`config.mk`:
```
export PLATFORM = sky130hd
export DESIGN_NAME = bus_cycle_initiator
export DESIGN_NICKNAME = d
export VERILOG_FILES = /design/src/rtl/chipset_bus_pkg.sv /design/src/rtl/bus_cycle_initiator.sv
export SDC_FILE = /design/constraint.sdc
export NUM_CORES = 1
export LEC_CHECK = 0
export BUFFER_PORTS_ARGS = -buffer_cell sky130_fd_sc_hd__buf_2
export CORE_ASPECT_RATIO = 1.25
export CORE_UTILIZATION = 40
export DETAILED_ROUTE_END_ITERATION = 8
export SYNTH_ARGS = -nofsm -noshare
export SYNTH_HDL_FRONTEND = slang
export SYNTH_SLANG_ARGS = --single-unit
```
`constraint.sdc`:
```
create_clock -name clock -period 4.8 [get_ports clock]
set_input_delay 0.96 -clock clock [delete_from_list [all_inputs] [get_ports clock]]
set_output_delay 0.96 -clock clock [all_outputs]
set_load 0.005 [all_outputs]
```
`src/rtl/chipset_bus_pkg.sv`:
```
// Shared types and idle levels for the 8088 minimum-mode bus signal set.
package chipset_bus_pkg;

  typedef enum logic [2:0] {
    CMD_MEMR = 3'd0,
    CMD_MEMW = 3'd1,
    CMD_IOR  = 3'd2,
    CMD_IOW  = 3'd3,
    CMD_INTA = 3'd4
  } bus_cmd_t;

  typedef enum logic [2:0] {
    TI,
    T1,
    T2,
    T3,
    TW,
    T4,
    TGAP,
    THLD
  } bus_state_t;

  localparam logic [19:0] IDLE_ADDRESS  = 20'h00000;
  localparam logic [7:0]  IDLE_DATA_OUT = 8'hFF;
  localparam logic        IDLE_ALE      = 1'b0;
  localparam logic        IDLE_STROBE_N = 1'b1;
  localparam logic        IDLE_IO_OR_M  = 1'b0;
  localparam logic        IDLE_DT_OR_R  = 1'b0;

  function automatic logic cmd_is_read(input bus_cmd_t c);
    return (c == CMD_MEMR) || (c == CMD_IOR);
  endfunction

  function automatic logic cmd_is_write(input bus_cmd_t c);
    return (c == CMD_MEMW) || (c == CMD_IOW);
  endfunction

  function automatic logic cmd_is_io(input bus_cmd_t c);
    return (c == CMD_IOR) || (c == CMD_IOW) || (c == CMD_INTA);
  endfunction

endpackage

```
`src/rtl/bus_cycle_initiator.sv`:
```
// 8088 minimum-mode bus master: turns single-transfer requests into T1..T4
// bus cycles with RDY-driven wait states, paired INTA cycles and HOLD/HLDA.
module bus_cycle_initiator
  import chipset_bus_pkg::*;
#(
  parameter int unsigned INTA_GAP     = 2,
  parameter int unsigned WAIT_TIMEOUT = 0
) (
  input  logic        clock,
  input  logic        reset,
  input  logic        cpu_clock_posedge,
  input  logic        cpu_clock_negedge,
  input  logic        req_valid,
  output logic        req_ready,
  input  bus_cmd_t    req_cmd,
  input  logic [19:0] req_address,
  input  logic [7:0]  req_wdata,
  output logic        rsp_valid,
  output logic [7:0]  rsp_rdata,
  output logic        rsp_timeout,
  output logic [19:0] ADDRESS,
  output logic [7:0]  DATA_OUT,
  input  logic [7:0]  DATA_IN,
  output logic        ALE,
  output logic        RD_N,
  output logic        WR_N,
  output logic        IO_OR_M,
  output logic        DT_OR_R,
  output logic        DEN_N,
  output logic        INTA_N,
  input  logic        RDY,
  input  logic        HOLD,
  output logic        HLDA
);

  localparam int CNT_W = 16;

  bus_state_t       state;
  bus_state_t       state_nxt;
  bus_cmd_t         cmd_q;
  bus_cmd_t         cyc_cmd;
  logic [7:0]       wdata_q;
  logic             inta_second;
  logic             rdy_q;
  logic             timeout_q;
  logic [CNT_W-1:0] tw_cnt;
  logic [CNT_W-1:0] gap_cnt;
  logic             adv;
  logic             accept;
  logic             first_inta;
  logic             force_t4;
  logic             gap_done;
  logic             in_wait;
  logic             leave_wait;
  logic             cyc_done;
  logic             strobe_nxt;

  assign adv        = cpu_clock_posedge;
  assign first_inta = (cmd_q == CMD_INTA) && !inta_second;
  // The gap between the two INTA pulses belongs to one transaction, so no
  // new request or hold may slip in at the first INTA's T4.
  assign req_ready  = ((state == TI) || ((state == T4) && !first_inta)) && !HOLD && !HLDA;
  assign accept     = adv && req_valid && req_ready;
  assign cyc_cmd    = accept ? req_cmd : cmd_q;
  assign force_t4   = (WAIT_TIMEOUT != 0) && (tw_cnt >= CNT_W'(WAIT_TIMEOUT));
  assign gap_done   = (gap_cnt + 1'b1) >= CNT_W'(INTA_GAP);
  assign in_wait    = (state == T3) || (state == TW);
  assign leave_wait = adv && in_wait && (state_nxt == T4);
  assign cyc_done   = adv && (state == T4) && !first_inta;
  assign strobe_nxt = (state_nxt == T2) || (state_nxt == T3) || (state_nxt == TW);

  // Bus state register
  always_ff @(posedge clock or negedge reset) begin
    if (!reset) state <= TI;
    else        state <= state_nxt;
  end

  // Next bus state, evaluated only on CPU-clock rising phases
  always_comb begin
    state_nxt = state;
    if (adv) begin
      case (state)
        TI: begin
          if (HOLD)        state_nxt = THLD;
          else if (accept) state_nxt = T1;
        end
        T1: state_nxt = T2;
        T2: state_nxt = T3;
        T3, TW: begin
          if (rdy_q || force_t4) state_nxt = T4;
          else                   state_nxt = TW;
        end
        T4: begin
          if (first_inta)  state_nxt = (INTA_GAP == 0) ? T1 : TGAP;
          else if (HOLD)   state_nxt = THLD;
          else if (accept) state_nxt = T1;
          else             state_nxt = TI;
        end
        TGAP: if (gap_done) state_nxt = T1;
        THLD: if (!HOLD)    state_nxt = TI;
        default: state_nxt = TI;
      endcase
    end
  end

  // Transfer bookkeeping: INTA pairing, wait-state count, TGAP spacing, timeout
  always_ff @(posedge clock or negedge reset) begin
    if (!reset) begin
      inta_second <= 1'b0;
      tw_cnt      <= '0;
      gap_cnt     <= '0;
      timeout_q   <= 1'b0;
    end else if (adv) begin
      if (accept)                        inta_second <= 1'b0;
      else if ((state == T4) && first_inta) inta_second <= 1'b1;

      if (state_nxt == T1)                      tw_cnt <= '0;
      else if ((state_nxt == TW) && (tw_cnt != '1)) tw_cnt <= tw_cnt + 1'b1;

      if (state_nxt == T1)  timeout_q <= 1'b0;
      else if (leave_wait)  timeout_q <= force_t4 && !rdy_q;

      if (state == TGAP) gap_cnt <= gap_cnt + 1'b1;
      else               gap_cnt <= '0;
    end
  end

  // RDY sampled on the falling phase of T3/TW; consumed at the next rising phase
  always_ff @(posedge clock or negedge reset) begin
    if (!reset)                             rdy_q <= 1'b0;
    else if (adv)                           rdy_q <= 1'b0;
    else if (cpu_clock_negedge && in_wait)  rdy_q <= RDY;
  end

  // Request payload captured on accept
  always_ff @(posedge clock) begin
    if (accept) begin
      cmd_q   <= req_cmd;
      wdata_q <= req_wdata;
    end
  end

  // Bus pins: ALE pulse, strobes, direction and hold acknowledge
  always_ff @(posedge clock or negedge reset) begin
    if (!reset) begin
      ADDRESS  <= IDLE_ADDRESS;
      DATA_OUT <= IDLE_DATA_OUT;
      ALE      <= IDLE_ALE;
      RD_N     <= IDLE_STROBE_N;
      WR_N     <= IDLE_STROBE_N;
      DEN_N    <= IDLE_STROBE_N;
      INTA_N   <= IDLE_STROBE_N;
      IO_OR_M  <= IDLE_IO_OR_M;
      DT_OR_R  <= IDLE_DT_OR_R;
      HLDA     <= 1'b0;
    end else if (adv) begin
      ALE    <= (state_nxt == T1);
      RD_N   <= !(strobe_nxt && cmd_is_read(cmd_q));
      WR_N   <= !(strobe_nxt && cmd_is_write(cmd_q));
      INTA_N <= !(strobe_nxt && (cmd_q == CMD_INTA));
      DEN_N  <= !strobe_nxt;
      HLDA   <= (state_nxt == THLD);
      if (accept) ADDRESS <= req_address;
      if ((state_nxt == T2) && cmd_is_write(cmd_q)) DATA_OUT <= wdata_q;
      if (state_nxt == T1) begin
        IO_OR_M <= cmd_is_io(cyc_cmd);
        DT_OR_R <= cmd_is_write(cyc_cmd);
      end else if ((state_nxt == TI) || (state_nxt == THLD)) begin
        IO_OR_M <= IDLE_IO_OR_M;
        DT_OR_R <= IDLE_DT_OR_R;
      end
    end else if (cpu_clock_negedge && (state == T1)) begin
      ALE <= IDLE_ALE;
    end
  end

  // Completion response: read data or vector, one-clock valid pulse
  always_ff @(posedge clock or negedge reset) begin
    if (!reset) begin
      rsp_valid   <= 1'b0;
      rsp_rdata   <= 8'h00;
      rsp_timeout <= 1'b0;
    end else begin
      rsp_valid   <= cyc_done;
      rsp_timeout <= cyc_done && timeout_q;
      if (leave_wait && !cmd_is_write(cmd_q)) rsp_rdata <= DATA_IN;
    end
  end

endmodule

```
# [Word level (Yosys, flattened, before mapping)]
# Index checks and enable logic that the tools add are counted.
[word_totals] out_inout_bits=47 in_bits=46 word_cells=118 ff_bits=79
[op_classes] n_mux=23 magnitude_cmp=1 n_eq_ne=21 n_addsub=1 reduce_logical=52
[ops] cell="3-bit equality test, second input constant" n=9
[ops] cell="3-bit by 2-bit equality test with 1-bit output, second input constant" n=8
[ops] cell="3-bit 2-to-1 mux" n=8
[ops] cell="3-bit one-hot mux with 7 select lines" n=1
[ops] cell="1-bit logical AND" n=19
[ops] cell="16-bit by 1-bit adder with 16-bit output, second input constant" n=1
[ops] cell="16-bit by 2-bit greater-or-equal comparator with 1-bit output, second input constant" n=1
[ops] cell="16-bit 2-to-1 mux" n=1
[ops] cell="1-bit 2-to-1 mux" n=13
[ops] cell="3-bit by 1-bit equality test with 1-bit output, second input constant" n=4
[ops] cell="1-bit logical OR" n=10
[ops] cell="2-bit AND reduction" n=5
[ops] cell="2-bit nonzero test" n=5
[ops] cell="1-bit logical NOT" n=9
[ops] cell="3-bit logical NOT" n=3
[ops] cell="2-bit OR reduction" n=1

# [Depth between registers and ports, before layout]
# Gate-level depths: netlist (run 1).
[depth] word_depth=18 depth_mapped=11 mapped_depth_nobuf=10

# [Worst setup path after synthesis (run 1)]
# OpenSTA, ideal clock, no wires.
[synth_path] path_kind="input -> register" startpoint="input cpu_clock_posedge" endpoint="register ADDRESS[15]" setup_ns=0.125 setup_slack_ns=1.647 arrival_ns=3.028 cell_stages=6 required_time_ns=4.675 n_path_buf=3 path_cell_list="buf_4 -> clkbuf_1 -> nand2_1 -> nor3_1 -> clkbuf_1 -> mux2_2"
[synth_between] elab_chain_cells=3
[synth_lines] item="from (decl)" line="bus_cycle_initiator.sv:11" source="input logic cpu_clock_posedge,"
[synth_lines] item="1-bit logical AND (2 in a row)" line="bus_cycle_initiator.sv:63" source="assign accept = adv && req_valid && req_ready;"
[synth_lines] item="2-bit AND reduction (no source line) *"
[synth_lines] item="to (signal assigned)" line="bus_cycle_initiator.sv:163" source="if (accept) ADDRESS <= req_address;"
[synth_lines] item="to (decl)" line="bus_cycle_initiator.sv:21" source="output logic [19:0] ADDRESS,"
# Mark *: on every way between the ends. The rest lies on a longest branch, timed or not.
# A chain may end at the register's enable or synchronous reset.

# [Worst setup path after layout (run 1)]
[layout_path] startpoint="register gap_cnt[0]" endpoint="register DATA_OUT[3]"
[layout_between] elab_chain_cells=8
[layout_lines] item="from (decl)" line="bus_cycle_initiator.sv:47" source="logic [CNT_W-1:0] gap_cnt;"
[layout_lines] item="from (signal assigned)" line="bus_cycle_initiator.sv:123" source="if (state == TGAP) gap_cnt <= gap_cnt + 1'b1;"
[layout_lines] item="16-bit by 1-bit adder with 16-bit output" line="bus_cycle_initiator.sv:66" source="assign gap_done = (gap_cnt + 1'b1) >= CNT_W'(INTA_GAP);"
[layout_lines] item="16-bit by 2-bit greater-or-equal comparator with 1-bit output" line="bus_cycle_initiator.sv:66"
[layout_lines] item="3-bit 2-to-1 mux" line="bus_cycle_initiator.sv:99" source="TGAP: if (gap_done) state_nxt = T1;"
[layout_lines] item="3-bit one-hot mux with 7 select lines" line="bus_cycle_initiator.sv:82" source="case (state)"
[layout_lines] item="3-bit 2-to-1 mux" line="bus_cycle_initiator.sv:81" source="if (adv) begin"
[layout_lines] item="3-bit by 2-bit equality test with 1-bit output" line="bus_cycle_initiator.sv:164" source="if ((state_nxt == T2) && cmd_is_write(cmd_q)) DATA_OUT <= wdata_q;"
[layout_lines] item="1-bit logical AND" line="bus_cycle_initiator.sv:164"
[layout_lines] item="2-bit AND reduction (no source line)"
[layout_lines] item="to (signal assigned)" line="bus_cycle_initiator.sv:164"
[layout_lines] item="to (decl)" line="bus_cycle_initiator.sv:22" source="output logic [7:0] DATA_OUT,"
# Every way passes these cells.

==> out/results.txt, run 1 <==
Outcome -> finished, final reports clean
Layout area overhead -> 21.4%
Most frequent cells in the layout -> 91 x buf_2, 54 x dfrtp_1, 33 x mux2_2, 28 x o21ai_0
Unique masters post-synth -> 67
Area of the core -> 9610 sq um
Row count -> 40
Reg2reg start -> gap_cnt[0]
GRT overflow -> 0
# IOs -> 93
Clock tree buffer depth -> 2
Setup violators final -> 0
Synth Flop Type -> dfrtp_1
Fin crit share -> 71.0%
WL/cell -> 15.6 um
All-Layer GR Usage -> 18.6%
Antenna diodes -> 0
Post-CTS Setup Inserts -> 0
Req. time, crit path -> 5.06 ns
Rel. slew slack -> 54.1%
Startpoint class of the critical path -> register
Die X -> 90.9 um
Tightest Pin Transition -> 0.684 ns
Clock sink count -> 77
Post-synth EDFFs -> 8
Die area -> 10,300 sq um
Largest net degree at the start of global routing -> 40
Final cell count without fillers -> 581
Hold crit path type -> register to register
Syn Nets -> 418
Crit end category -> register
WL final -> 9070 um
CP cell instances -> ha_1 > nand3_1 > or3_1 > o22ai_1 > and3b_1 > a41oi_4 > or4_1 > mux2_4
Share of layout cells above drive strength 1 -> 37.8%
PD cells -> 552 nW/um^2
First-pass GRT wire length -> 15,000 um
HPWL Detailed -> 6560 um
Sequential share of the synthesized area -> 49.8%
Layout fillers -> 909
CP max FO -> 8
Worst-path clk slew -> 0.06 ns
Reg2reg path depth -> 8
Final-report max-slew violation count -> 0
Setup TNS -> 0 ns
Nets@finish -> 498
Pre-antenna DRT Iters -> 4
Vias -> 3,182
Cell area after synthesis -> 3950 sq um
RSZ-0062 raised after global routing -> false
Final count of hold timing violations -> 0
Hold buffer count at cts -> 0
CTS tree -> built
R2r endpoint -> DATA_OUT[3]
Clk Latency, worst-skew pair -> 0.33 ns
Number of synthesized register bits -> 77
Initial core utilization -> 41.1%
DRT iter0 DRCs -> 193
Synth top area share -> 34.2%
Cells after Synth -> 370
Vias in the first global route -> 3,174
RePlAce Congestion -> 0.828
Arrival time at the worst endpoint -> 3.67 ns
Leading post-synthesis cells by cell area -> dfrtp_1 34%, mux2_2 9.4%, dfstp_2 8.0%
Ys async rst share -> 85.7%
Worst hold start -> wdata_q[6]
Die height -> 113 um
Post-route ant nets -> 0
H-Tree Depth -> 3
Placed cells -> 565
Antenna violations before repair -> 0
Total Power -> 2.65 mW
Slowest-stage cell, CP -> or4_1
Via density -> 5.48
Crit-path leading delay family -> simple AND/OR/NAND/NOR gates
CTS resizes -> 0
Synth warn -> 0
DR DRC count -> 0
CTS Root Cell -> clkbuf_16
Crit path buf inv count -> 0
Port Buffers -> 91
Most common cell after layout, fill and taps aside -> buf_2
Worst vdd ir -> 0.318 mV
Tmin final -> 3.41 ns
Setup slack, reg-to-reg -> 1.39 ns
Clock Skew -> 0.00553 ns
Leakage -> 2.16 nW
CTS buffer count -> 9
Hold path depth -> 1
Fmax -> 293 MHz
Max-cap viol count -> 0
Hold Slack -> 0.477 ns
Slowest stage delay, CP -> 0.84 ns
WHS Endpoint -> DATA_OUT[6]
Leading area contributor after synthesis -> dfrtp_1
Worst Setup Path Type -> register to register
Avg Inst Size Synth -> 10.7 sq um
-- stage by stage --
step                cell area [sq um]  utilization (%)  setup WS [ns]
finish                           4800             49.9           1.39
detailed placement               4470             46.5           1.18
global route                     4800             49.9           1.13
floorplan                        3950                -           1.65
global placement                 4470             46.5           1.25
CTS                              4800             49.9           1.38
-- power breakdown --
| part | total (mW) | switching [mW] | internal [mW] |
|---|---|---|---|
| Sequential | 1.04 | 0.158 | 0.882 |
| Combinational | 0.875 | 0.448 | 0.426 |
| Clock | 0.736 | 0.274 | 0.462 |
-- layout make-up --
cell class                 instances  area, sq um  share of cell area (%)
clock inverter                     7          105                    2.19
multi-input combinational        251         1800                    37.5
sequential                        77         1970                    41.0
timing repair buffer              95          485                    10.1
clock buffer                       9          225                    4.69
tap                              126          158                    3.28
inverter                          16         60.1                    1.25
-- registers in the layout (all words and copies together), names as in the netlist --
signal,cells
rdy_q,1
DATA_OUT,8
rsp_rdata,8
DEN_N,1
WR_N,1
gap_cnt,16
DT_OR_R,1
HLDA,1
ALE,1
rsp_valid,1
state,3
wdata_q,8
RD_N,1
cmd_q,3
ADDRESS,20
IO_OR_M,1
INTA_N,1
inta_second,1
-- cells by family (layout without fill, tap and decap cells) --
logic type	count (synthesis)	count (layout)	synth area share [%]
other cells	1	1	0.0949
buf+inv	42	127	4.84
flops	77	77	49.8
xor+xnor	3	3	0.665
compound gates	83	83	14.7
simple gates	117	117	15.8
mux	45	45	13.5
fa+ha+maj	2	2	0.633
-- cell usage after synthesis, drive strengths merged, types with 3 or more instances --
cell type,count
a211oi,3
edfxtp,8
mux2i,4
mux2,41
nand2b,5
nand4,7
o22ai,3
dfxtp,3
nor2b,5
o21ai,29
inv,16
or3,3
nor3,13
dfstp,12
nand2,22
nor2,22
and3,5
nand3,13
nor4,6
a31oi,9
a21oi,7
o31ai,5
buf,11
clkbuf,15
a41oi,3
or4,3
dfrtp,54
and4,5
-- worst register-to-register path: cells and delay by family, from the launching register on --
kind,cells,cell delay [ns]
AOI/OAI and AO/OA,2,0.41
adders and majority gates,1,0.30
DFF,1,0.48
muxes,1,0.40
and+or+nand+nor,4,1.76
-- routing by layer --
layer	up-vias	GRT usage (%)	share of wire, %
met5	-	0	0
met4	0	9.31	2.4
met3	16	4.23	5.7
met2	116	33.2	52
met1	1512	20.8	40
li1	1538	-	-
-- worst max path at each step --
stage / startpoint / to / cells past startpoint
after floorplan: cpu_clock_posedge / ADDRESS[15] / 6
after global placement: cpu_clock_posedge / DATA_OUT[7] / 7
after detailed placement: cpu_clock_posedge / DATA_OUT[0] / 7
after CTS: gap_cnt[0] / DATA_OUT[0] / 8
after global routing: gap_cnt[0] / DATA_OUT[4] / 8
final: gap_cnt[0] / DATA_OUT[3] / 8
Note: power is estimated with default switching activity, not from simulation.
==> inputs of run 2 (changes only) <==
ABC_AREA = 1   (was not set)
clock period = 3.22 ns   (was 4.8 ns; I/O delays follow)
==> run 2 against run 1 <==
Setup slack got worse by 0.54 ns. Via count increased by 0.79%. Clock skew about the same. Final area decreased by 5.7%. Hold slack got worse by 0.040 ns. Synthesized cell count is 22% higher. Synthesized area is 6.6% lower. Core utilization rose by 1.5 points. First-iteration DRC count down 31%. Register-to-register slack got worse by 0.54 ns.
==> out/results.txt, run 2 <==
Outcome -> finished, final reports clean
Post-Route Utilization -> 51.5%
CP max FO -> 16
PD cells -> 770 nW/um^2
Antenna diodes -> 0
Tmin final -> 2.37 ns
Met3 Resource Use GR -> 4.35%
Number of flip-flops in the largest register -> 20
Cells after Synth -> 453
Synth Flop Type -> dfrtp_1
Final-report max-slew violation count -> 0
Worst-path clk slew -> 0.08 ns
Worst path most repeated cell -> nand2_1
Final instance area -> 4530 sq um
Fmax -> 421 MHz
Ys async rst share -> 85.7%
Port Buffers -> 91
Area of the core -> 8800 sq um
CTS Root Cell -> clkbuf_8
Clk Latency, worst-skew pair -> 0.35 ns
Synth warn -> 0
Worst Setup Path Type -> register to register
Die X -> 87.9 um
Post-route ant nets -> 0
# IOs -> 93
Share of layout cells above drive strength 1 -> 27.8%
Tightest Pin Transition -> 0.835 ns
Nets@finish -> 597
Pre-antenna DRT Iters -> 5
Initial core utilization -> 41.9%
Slowest stage delay, CP -> 0.43 ns
Post-DP Area -> 4280 sq um
Row count -> 38
Global Route met1 Usage -> 21.8%
Leakage -> 2.37 nW
Synth top area share -> 36.6%
Largest net degree at the start of global routing -> 67
Clock share of power -> 25.6%
Fin crit share -> 73.7%
Internal -> 2.27 mW
Unique masters post-synth -> 34
Sequential share of the synthesized area -> 53.3%
Antenna violations before repair -> 0
All-Layer GR Usage -> 18.8%
Vias -> 3,207
RePlAce Congestion -> 0.884
Req. time, crit path -> 3.50 ns
Max-cap viol count -> 0
Hold buffer count at cts -> 0
Slowest-stage cell, CP -> dfrtp_1
Switching Fraction -> 34.8%
Leading area contributor after synthesis -> dfrtp_1
Placed cells -> 658
GRT overflow -> 0
Clock Skew -> 0.00583 ns
DR DRC count -> 0
Synth top cells by count -> 175 x nand2_1, 54 x dfrtp_1, 52 x inv_1, 30 x nand3_1, 24 x nor2_1
CTS resizes -> 0
Avg Inst Size Synth -> 8.15 sq um
Register share of total power -> 42.2%
Top Registers -> ADDRESS: 20 flops, gap_cnt: 16 flops
Layout area overhead -> 22.7%
Sw Pwr -> 1.21 mW
Crit end category -> register
Startpoint class of the critical path -> register
CTS tree -> built
Most frequent cells in the layout -> 175 x nand2_1, 91 x buf_2, 54 x dfrtp_1, 52 x inv_1, 30 x nand3_1
Pre-CTS setup slack -> 0.834 ns
Leading post-synthesis cells by cell area -> dfrtp_1 37%, nand2_1 18%, dfstp_2 8.5%
RSZ-0062 raised after global routing -> false
Clock sink count -> 77
Setup violators final -> 0
WL/cell -> 12.2 um
Most common cell after layout, fill and taps aside -> nand2_1
DRT iter0 DRCs -> 133
Final count of hold timing violations -> 0
Met2 Use GR -> 31.7%
Comb power frac -> 32.1%
Hold Slack -> 0.438 ns
Worst vdd ir -> 0.405 mV
Post-synth EDFFs -> 8
Vias in the first global route -> 3,070
Die area -> 9620 sq um
CP cell instances -> ha_1 > nand2_1 > nor2_2 > nand2_1 > nand2_1 > nand2_1 > nor2_1 > nand2_1 > nor2_2 > nand3_1 > nand2_1 > nand3_2 > nor2_4 > nand3_4 > nand2_1 > o21ai_2
Arrival time at the worst endpoint -> 2.66 ns
First-pass GRT wire length -> 13,700 um
Cell area after synthesis -> 3690 sq um
Via density -> 4.76
Clock tree buffer depth -> 2
H-Tree Depth -> 3
Reg with most FFs -> ADDRESS
Most frequent cell after synthesis -> nand2_1
Syn Nets -> 501
CTS buffer count -> 9
HPWL Detailed -> 5900 um
Hold crit path type -> input pin to async pin
WL final -> 8220 um
Layer with the highest usage -> met2
Total Power -> 3.48 mW
Rel. slew slack -> 44.3%
Final cell count without fillers -> 674
Die height -> 109 um
Setup TNS -> 0 ns
Final Worst Setup Slack -> 0.846 ns
Post-CTS Setup Inserts -> 0
Number of synthesized register bits -> 77
==> run 2: cell types whose count changed in the layout (fill, tap and decap cells not counted), moves of 8 or more <==
| cell | previous run | this run |
|---|---|---|
| a31oi_1 | 9 | 0 |
| clkbuf_8 | 0 | 9 |
| o22ai_1 | 3 | 11 |
| inv_1 | 16 | 52 |
| nand2_1 | 22 | 175 |
| o21ai_2 | 0 | 9 |
| mux2_2 | 33 | 0 |
| mux2_4 | 8 | 0 |
| nand3_1 | 13 | 30 |
| clkbuf_16 | 9 | 0 |
| o21ai_0 | 28 | 14 |
==> run 2: worst paths after layout <==
kind	to	start	slack (ns)	depth (start not counted)
min in group clock	wdata_q[7]	req_wdata[7]	0.46	1
setup reg to reg	DATA_OUT[5]	gap_cnt[0]	0.85	16
setup / recovery	DATA_OUT[5]	gap_cnt[0]	0.85	16
hold / removal	gap_cnt[11]	reset	0.44	2
hold reg to reg	DATA_OUT[6]	DATA_OUT[6]	0.48	2
max in group asynchronous	ALE	reset	2.20	2
==> run 2: cells by family (layout without fill, tap and decap cells) <==
logic type                 after synthesis  count (layout)  share of synthesized area [%]
AOI/OAI and AO/OA                       42              42                           6.99
and+or+nand+nor                        266             266                           31.9
buffers and inverters                   65             166                           7.02
DFF                                     77              77                           53.3
other                                    1               1                          0.102
adders and majority gates                2               2                          0.678
==> run 2: metal layers <==
| layer | routed length (um) | share of wire, % |
|---|---|---|
| met1 | 3450 | 42 |
| met2 | 4140 | 50 |
| met3 | 381 | 4.6 |
| met4 | 250 | 3.0 |
| met5 | 0 | 0 |
==> run 2: worst max-delay path: cells and delay by family, from the launching register on <==
family	cells	cell delay (ns)
flip-flops	1	0.43
adder cells (fa/ha/maj)	1	0.26
AND/OR/NAND/NOR	14	1.54
AO/OA/AOI/OAI	1	0.06
==> run 2: cell type report <==
class                   count  area (sq um)
fillers                   852          4270
flip-flops and latches     77          1970
multi-input cells         311          1460
repair buffers             96           493
inverters                  54           205
well taps                 120           150
clock buffers               9           124
clock inverters             7           123
==> run 2: power groups by stage <==
stage,Sequential [mW],Clock (mW),Combinational (mW)
3_3_place_gp,1.49,0,1.11
5_1_grt,1.51,0.957,1.29
4_1_cts,1.47,0.922,1.14
2_1_floorplan,1.49,0,0.690
3_5_place_dp,1.48,0,1.14
6_report,1.47,0.892,1.12
